<file path="src/rtl/serial_sub_pkg.sv">
// Shared constants for the bit-serial subtractor controller: FSM encodings and width limit.
package serial_sub_pkg;

  localparam logic [1:0] S_IDLE = 2'd0;
  localparam logic [1:0] S_RUN  = 2'd1;
  localparam logic [1:0] S_DONE = 2'd2;

  localparam int unsigned MAX_WIDTH = 32;

endpackage

</file>
<file path="src/rtl/full_subtractor_cell.sv">
// 1-bit full subtractor built from two half subtractors; computes x - y - bin.
module full_subtractor_cell (
  input  logic x,
  input  logic y,
  input  logic bin,
  output logic d,
  output logic bout
);

  logic d1;
  logic b1;
  logic b2;

  half_subtractor u_hs_xy (
    .a      (x),
    .b      (y),
    .diff   (d1),
    .borrow (b1)
  );

  // Second stage subtracts the incoming borrow from the partial difference.
  half_subtractor u_hs_bin (
    .a      (d1),
    .b      (bin),
    .diff   (d),
    .borrow (b2)
  );

  assign bout = b1 | b2;

endmodule

</file>
<file path="src/rtl/half_subtractor.sv">
// 1-bit half subtractor primitive: diff = a - b, borrow set when a < b.
module half_subtractor (
  input  logic a,
  input  logic b,
  output logic diff,
  output logic borrow
);

  assign diff   = a ^ b;
  assign borrow = ~a & b;

endmodule

</file>
<file path="src/rtl/serial_subtractor_ctrl.sv">
// Bit-serial unsigned subtractor: one full-subtractor cell reused for WIDTH cycles, LSB first,
// with a start/busy/done handshake and held diff/borrow_out results.
module serial_subtractor_ctrl
  import serial_sub_pkg::*;
#(
  parameter int unsigned  WIDTH = 8,
  localparam int unsigned CNT_W = $clog2(WIDTH + 1)
) (
  input  logic             clk,
  input  logic             rst,
  input  logic             start,
  input  logic [WIDTH-1:0] a,
  input  logic [WIDTH-1:0] b,
  output logic             busy,
  output logic             done,
  output logic [WIDTH-1:0] diff,
  output logic             borrow_out
);

  if (WIDTH < 1 || WIDTH > MAX_WIDTH) begin : g_width_check
    $error("serial_subtractor_ctrl: WIDTH out of range");
  end

  localparam logic [CNT_W-1:0] LastBit = CNT_W'(WIDTH - 1);

  logic [1:0]       state_q, state_d;
  logic [WIDTH-1:0] sh_a_q, sh_a_d;
  logic [WIDTH-1:0] sh_b_q, sh_b_d;
  logic [WIDTH-1:0] sh_r_q, sh_r_d;
  logic [CNT_W-1:0] cnt_q, cnt_d;
  logic             borrow_q, borrow_d;
  logic [WIDTH-1:0] diff_q, diff_d;
  logic             bout_q, bout_d;

  logic             cell_d;
  logic             cell_bout;
  logic [WIDTH-1:0] sh_r_next;

  full_subtractor_cell u_cell (
    .x    (sh_a_q[0]),
    .y    (sh_b_q[0]),
    .bin  (borrow_q),
    .d    (cell_d),
    .bout (cell_bout)
  );

  // New difference bit enters at the MSB; works unchanged for WIDTH == 1.
  assign sh_r_next = WIDTH'({cell_d, sh_r_q} >> 1);

  always_comb begin
    state_d  = state_q;
    sh_a_d   = sh_a_q;
    sh_b_d   = sh_b_q;
    sh_r_d   = sh_r_q;
    cnt_d    = cnt_q;
    borrow_d = borrow_q;
    diff_d   = diff_q;
    bout_d   = bout_q;

    case (state_q)
      S_RUN: begin
        sh_a_d   = sh_a_q >> 1;
        sh_b_d   = sh_b_q >> 1;
        sh_r_d   = sh_r_next;
        borrow_d = cell_bout;
        cnt_d    = cnt_q + 1'b1;
        if (cnt_q == LastBit) begin
          diff_d  = sh_r_next;
          bout_d  = cell_bout;
          state_d = S_DONE;
        end
      end
      S_DONE: begin
        state_d = S_IDLE;
      end
      default: begin
        // Idle; the unused encoding also lands here.
        if (start) begin
          sh_a_d   = a;
          sh_b_d   = b;
          borrow_d = 1'b0;
          cnt_d    = '0;
          state_d  = S_RUN;
        end
      end
    endcase
  end

  always_ff @(posedge clk) begin
    if (rst) begin
      state_q  <= S_IDLE;
      sh_a_q   <= '0;
      sh_b_q   <= '0;
      sh_r_q   <= '0;
      cnt_q    <= '0;
      borrow_q <= 1'b0;
      diff_q   <= '0;
      bout_q   <= 1'b0;
    end else begin
      state_q  <= state_d;
      sh_a_q   <= sh_a_d;
      sh_b_q   <= sh_b_d;
      sh_r_q   <= sh_r_d;
      cnt_q    <= cnt_d;
      borrow_q <= borrow_d;
      diff_q   <= diff_d;
      bout_q   <= bout_d;
    end
  end

  assign busy       = (state_q == S_RUN);
  assign done       = (state_q == S_DONE);
  assign diff       = diff_q;
  assign borrow_out = bout_q;

endmodule

</file>
<file path="config.mk">
export PLATFORM = sky130hd
export DESIGN_NAME = serial_subtractor_ctrl
export DESIGN_NICKNAME = d
export VERILOG_FILES = /design/src/rtl/serial_sub_pkg.sv /design/src/rtl/full_subtractor_cell.sv /design/src/rtl/half_subtractor.sv /design/src/rtl/serial_subtractor_ctrl.sv
export SDC_FILE = /design/constraint.sdc
export NUM_CORES = 1
export LEC_CHECK = 0
export CAP_MARGIN = 25
export CORE_ASPECT_RATIO = 1.4
export CORE_MARGIN = 3
export CORE_UTILIZATION = 40
export DETAILED_ROUTE_END_ITERATION = 8
export GPL_TIMING_DRIVEN = 0
export PLACE_DENSITY_LB_ADDON = 0.15
export SETUP_SLACK_MARGIN = 0.02
export SLEW_MARGIN = 10
export SYNTH_ARGS = -nofsm -noshare
export SYNTH_HDL_FRONTEND = slang
export SYNTH_HIERARCHICAL = 1
export SYNTH_SLANG_ARGS = --single-unit
</file>
<file path="constraint.sdc">
create_clock -name clk -period 2.5 [get_ports clk]
set_input_delay 0.25 -clock clk [delete_from_list [all_inputs] [get_ports clk]]
set_output_delay 0.25 -clock clk [all_outputs]
set_load 0.05 [all_outputs]
</file>
---- Word level (Yosys, flattened, before mapping) ----
Cells that the tools add are included.
word-level totals
  flip-flop bits (word level) ............. 40
  bits of input ports ..................... 19
cells by class
  add/subtract/negate cells ............... 1
  equality and inequality tests ........... 4
  multiplexer cells ....................... 11
  bitwise logic cells ..................... 8
  reductions and logical operators ........ 5
operators with widths
  cell                   number
  $pmux W8 S2            2
  $mux W8                2
  $pmux W4 S2            1
  $reduce_and A2 Y1      3
  $add A4 B1 Y4 const B  1
  $eq A4 B3 Y1 const B   1
  $mux W2                2
  $mux W4                1
  $pmux W2 S2            1
  $not A1 Y1             3
  $reduce_bool A3 Y1     1
  $and A1 B1 Y1          2
  $eq A2 B1 Y1 const B   1
  $eq A2 B2 Y1 const B   1
  $ne A2 B1 Y1 const B   1
  $pmux W1 S2            1
  $reduce_bool A2 Y1     1
  $xor A1 B1 Y1          2
  $mux W1                1
  $or A1 B1 Y1           1

---- Depth between registers and ports, before layout ----
  depth after elaboration ................. 5
  gate-level depth with buffers ........... 8
  gate-level depth less buffers ........... 8

---- Modules after synthesis ----
Netlist, hierarchy kept.
modules (own cells, without submodules)
  module                  instances  cells an instance  area each (sq um)  sequential area each (sq um)
  serial_subtractor_ctrl  1          177                1,641.6            780.7
  half_subtractor         2          3                  20.0               0.0
  full_subtractor_cell    1          1                  6.3                0.0

---- Least setup slack after synthesis ----
Ideal clock, no wire load.
  kind .................................... register -> register
  start point ............................. register state_q[1]
  end point ............................... register state_q[1]
  arrival time ............................ 1.818 ns
  data required time ...................... 2.413 ns
  slack ................................... 0.595 ns
  cell stages (with the launch flop) ...... 7
  period minus slack after synthesis ...... 1.905 ns
  cell sequence ........................... dfxtp_1 -> inv_1 -> ha_1 -> buf_2 -> nand4b_1 -> or3_1 -> o31ai_1
between the ends
  word-level cells in the longest chain between the ends .. 3
  elaborated cells on any way between the ends .. 6
ends and longest elaborated chain
  what                                                                 RTL line                       RTL
  from (decl)                                                          serial_subtractor_ctrl.sv:26   logic [1:0] state_q, state_d;
  from (signal assigned)                                               serial_subtractor_ctrl.sv:100  state_q <= state_d;
  $eq A2 B1 Y1 *                                                       --
  named net busy                                                       serial_subtractor_ctrl.sv:14   output logic busy,
  $ne A2 B1 Y1 (no source line) or $reduce_bool A3 Y1 (tied branches)  --
  $reduce_and A2 Y1 (no source line)                                   --
The timed path passes the listed nets; every way through them passes the cells marked *.
A chain may end at the register's enable or synchronous reset.

---- Worst setup path in the final report ----
  start point ............................. register state_q[0]
  end point ............................... output port done
between the ends
  word-level cells in the longest chain between the ends .. 1
ends and longest elaborated chain
  what          RTL line                       RTL
  $eq A2 B2 Y1  serial_subtractor_ctrl.sv:112  assign done = (state_q == S_DONE);
  to (decl)     serial_subtractor_ctrl.sv:15   output logic done,
Every way passes these cells.

==> flow_summary.yaml <==
timing:
  setup_viol_count_final: 0
  fin_crit_ns: 2.03
  max_freq_mhz: 493
  rsz0062_at_grt: "no"
  timing.final.crit_share_pct: 81.2
  slew_viol_final: 0
  hold_viol: 0
  setup_tns_ns: 0
  relSlewSlack_pct: 65.6
  finClkSkew_ns: 0.00283
  tightest_slew_ns: 0.515
power_and_ir_drop:
  p_int_uw: 1160
  irDropWorstVdd_uv: 556
  pwr-share-clk_pct: 27.7
  p_switching_uw: 513
  power_density_nw_per_um2: 785
  switching_share_pct: 30.7
  p_comb_share_pct: 28.6
  p_leak_uw: 0.000795
  seqPwrFrac_pct: 43.8
critical_path:
  reg2reg_from: "state_q[0]"
  worstRegToRegCells: 5
  arrival_ns: 1.78
  reg2reg_slack_ns: 0.63
  r2r-end: "state_q[1]"
  cp_max_fo: 5
  start_kind: "flip-flop"
  crit_type: "reg2out"
  required_ns: 2.25
  worstSetupEndpointType: "output pin"
placed_design:
  port_buffers: 29
  dpl.cell_count: 256
  post_dp_cell_area_um2: 2030
  place.gp.congestion: 0.709
  dp_hpwl_um: 2680
clock_network:
  clock_latency_ns: 0.29
  clock_sinks: 39
  cts_tree: "built"
  cts.clk_slew.worst_paths_ns: 0.07
  post_cts_buffers: 0
  max-clock-path-buffers: 2
  h-tree-depth: 2
  numCtsBuffers: 5
  root_buffer: "clkbuf_8"
  ctsHoldBuffers: 0
  cts.repair.resized: 0
route:
  drtIter0Drc: 36
  post-route-drc-count: 0
  wl_per_cell_um: 13.4
  viasPerCell: 5.30
  dr.pass1.iters: 4
  drt_wl_total_um: 3540
  vias: 1399
  detail-route-antenna-nets: 0
floorplan:
  die-area_um2: 5050
  coreArea_um2: 3990
  chipHeight_um: 82.9
  core.rowCount: 27
  fp.dieW_um: 60.9
  start_util_pct: 42.3
  ios: 30
hold_path:
  min_path_type: "reg2reg"
  whs_path_depth: 2
  min_to: "diff[5]"
  hp-start: "diff[5]"
logic_synthesis:
  synth_area_um2: 1690
  synth.avg_cell_area_um2: 9.17
  ys_ff_latch: 39
  synth.most_common_cell: "dfxtp_1"
  synth_edf_count: 0
  synth_nets: 209
  synth_area_leaders: "dfxtp_1 46%, mux2i_1 13%, a211oi_1 6.2%, nand2_1 5.3%, a21oi_1 4.7%"
  synthArstFlopShare_pct: 0
  ys.flop_type: "dfxtp_1"
  synthCells: 184
  synth_top_area_share_pct: 46.3
  seq_area_frac_synth_pct: 46.3
  yosys_warnings: 6
  synthTopCellsByCount: "39 x dfxtp_1, 24 x nand2_1, 22 x mux2i_1"
  yosysUniqueCellTypes: 27
  yosysTopAreaCell: "dfxtp_1"
global_route:
  gr-total-overflow: 0
  first_global_vias: 1356
  track_usage_pct: 15.6
  antenna_found_initial: 0
  grt_max_degree: 12
  grt_pass1_wl_um: 6030
run_status:
  status: "finished clean"
cells_and_area:
  diodes: 0
  final_nets: 245
  seq_area_um2: 781
  fillCellCount: 387
  final_cells: 264
  multi_input_comb_area_um2: 823
  drive_above_1_share_pct: 6.33
  post-route-cell-area_um2: 2130
  synthToLayoutAreaGrowth_pct: 26.3
run:
  max_cap_violations: 0
area by class of cell:
type / count / area share (%)
well taps: 43 / 2.52
repair buffers: 29 / 13.6
multi-input cells: 126 / 38.6
plain buffers: 13 / 2.88
inverters: 6 / 1.06
clock buffers: 8 / 4.69
flip-flops and latches: 39 / 36.6
metrics by stage:
step	utilization, %	setup slack [ns]	total power, uW	hold WS [ns]
finish	53.5	0.470	1670	0.455
global route	53.5	0.387	1780	0.477
CTS	53.5	0.453	1690	0.458
detailed placement	51.0	0.616	1230	0.448
global placement	51.0	0.652	1210	0.441
floorplan	-	0.595	1100	0.415
worst max-delay path by stage:
stage / from / to / slack [ns] / cells past startpoint
after floorplan: state_q[1] / state_q[1] / 0.59 / 6
after global placement: rst / sh_r_q[7] / 0.65 / 4
after detailed placement: state_q[0] / state_q[1] / 0.62 / 5
after CTS: state_q[0] / done / 0.45 / 3
after global routing: state_q[0] / done / 0.39 / 3
final: state_q[0] / done / 0.47 / 3
sequential cells by signal, summed over array words and instances, names as in the netlist:
name,count
sh_r_q,7
sh_b_q,8
borrow_q,1
sh_a_q,8
borrow_out,1
cnt_q,4
diff,8
state_q,2
power by group through the flow:
stage	Clock (uW)	Sequential, uW	Combinational [uW]
after global placement	0	742	468
after CTS	476	733	486
after global routing	512	741	529
after floorplan	0	735	369
final	463	733	478
after detailed placement	0	747	483
critical path, stage by stage (launching register included):
cell	delay, ns
dfxtp_1	0.35
inv_1	0.07
ha_1	0.24
clkdlybuf4s50_1	0.84
routing by layer:
layer | track usage, % | vias up | share of wire, %
met1 | 16.8 | 662 | 38
met4 | 6.51 | 0 | 2.0
met2 | 27.4 | 29 | 55
li1 | - | 703 | -
met3 | 4.20 | 5 | 4.5
met5 | 0 | - | 0
cell usage in the layout (no fill, tap or decap), drive strengths merged, types with 2 or more instances in the layout:
cell type and instances:
dfxtp 39, clkdlybuf4s50 29, nand2 24, mux2i 22, nor2 21, a21oi 16, clkbuf 15, a211oi 14
inv 6, ha 6, buf 6, nand3b 5, nand3 3, nand4b 2, nand2b 2
cell families after synthesis:
logic type / count (synthesis) / synth area share, %
AOI/OAI and AO/OA: 35 / 13.8
adders and majority gates: 6 / 4.45
buffers and inverters: 19 / 4.97
DFF: 39 / 46.3
muxes: 22 / 13.0
and+or+nand+nor: 63 / 17.5
(Power assumes the default switching activity.)
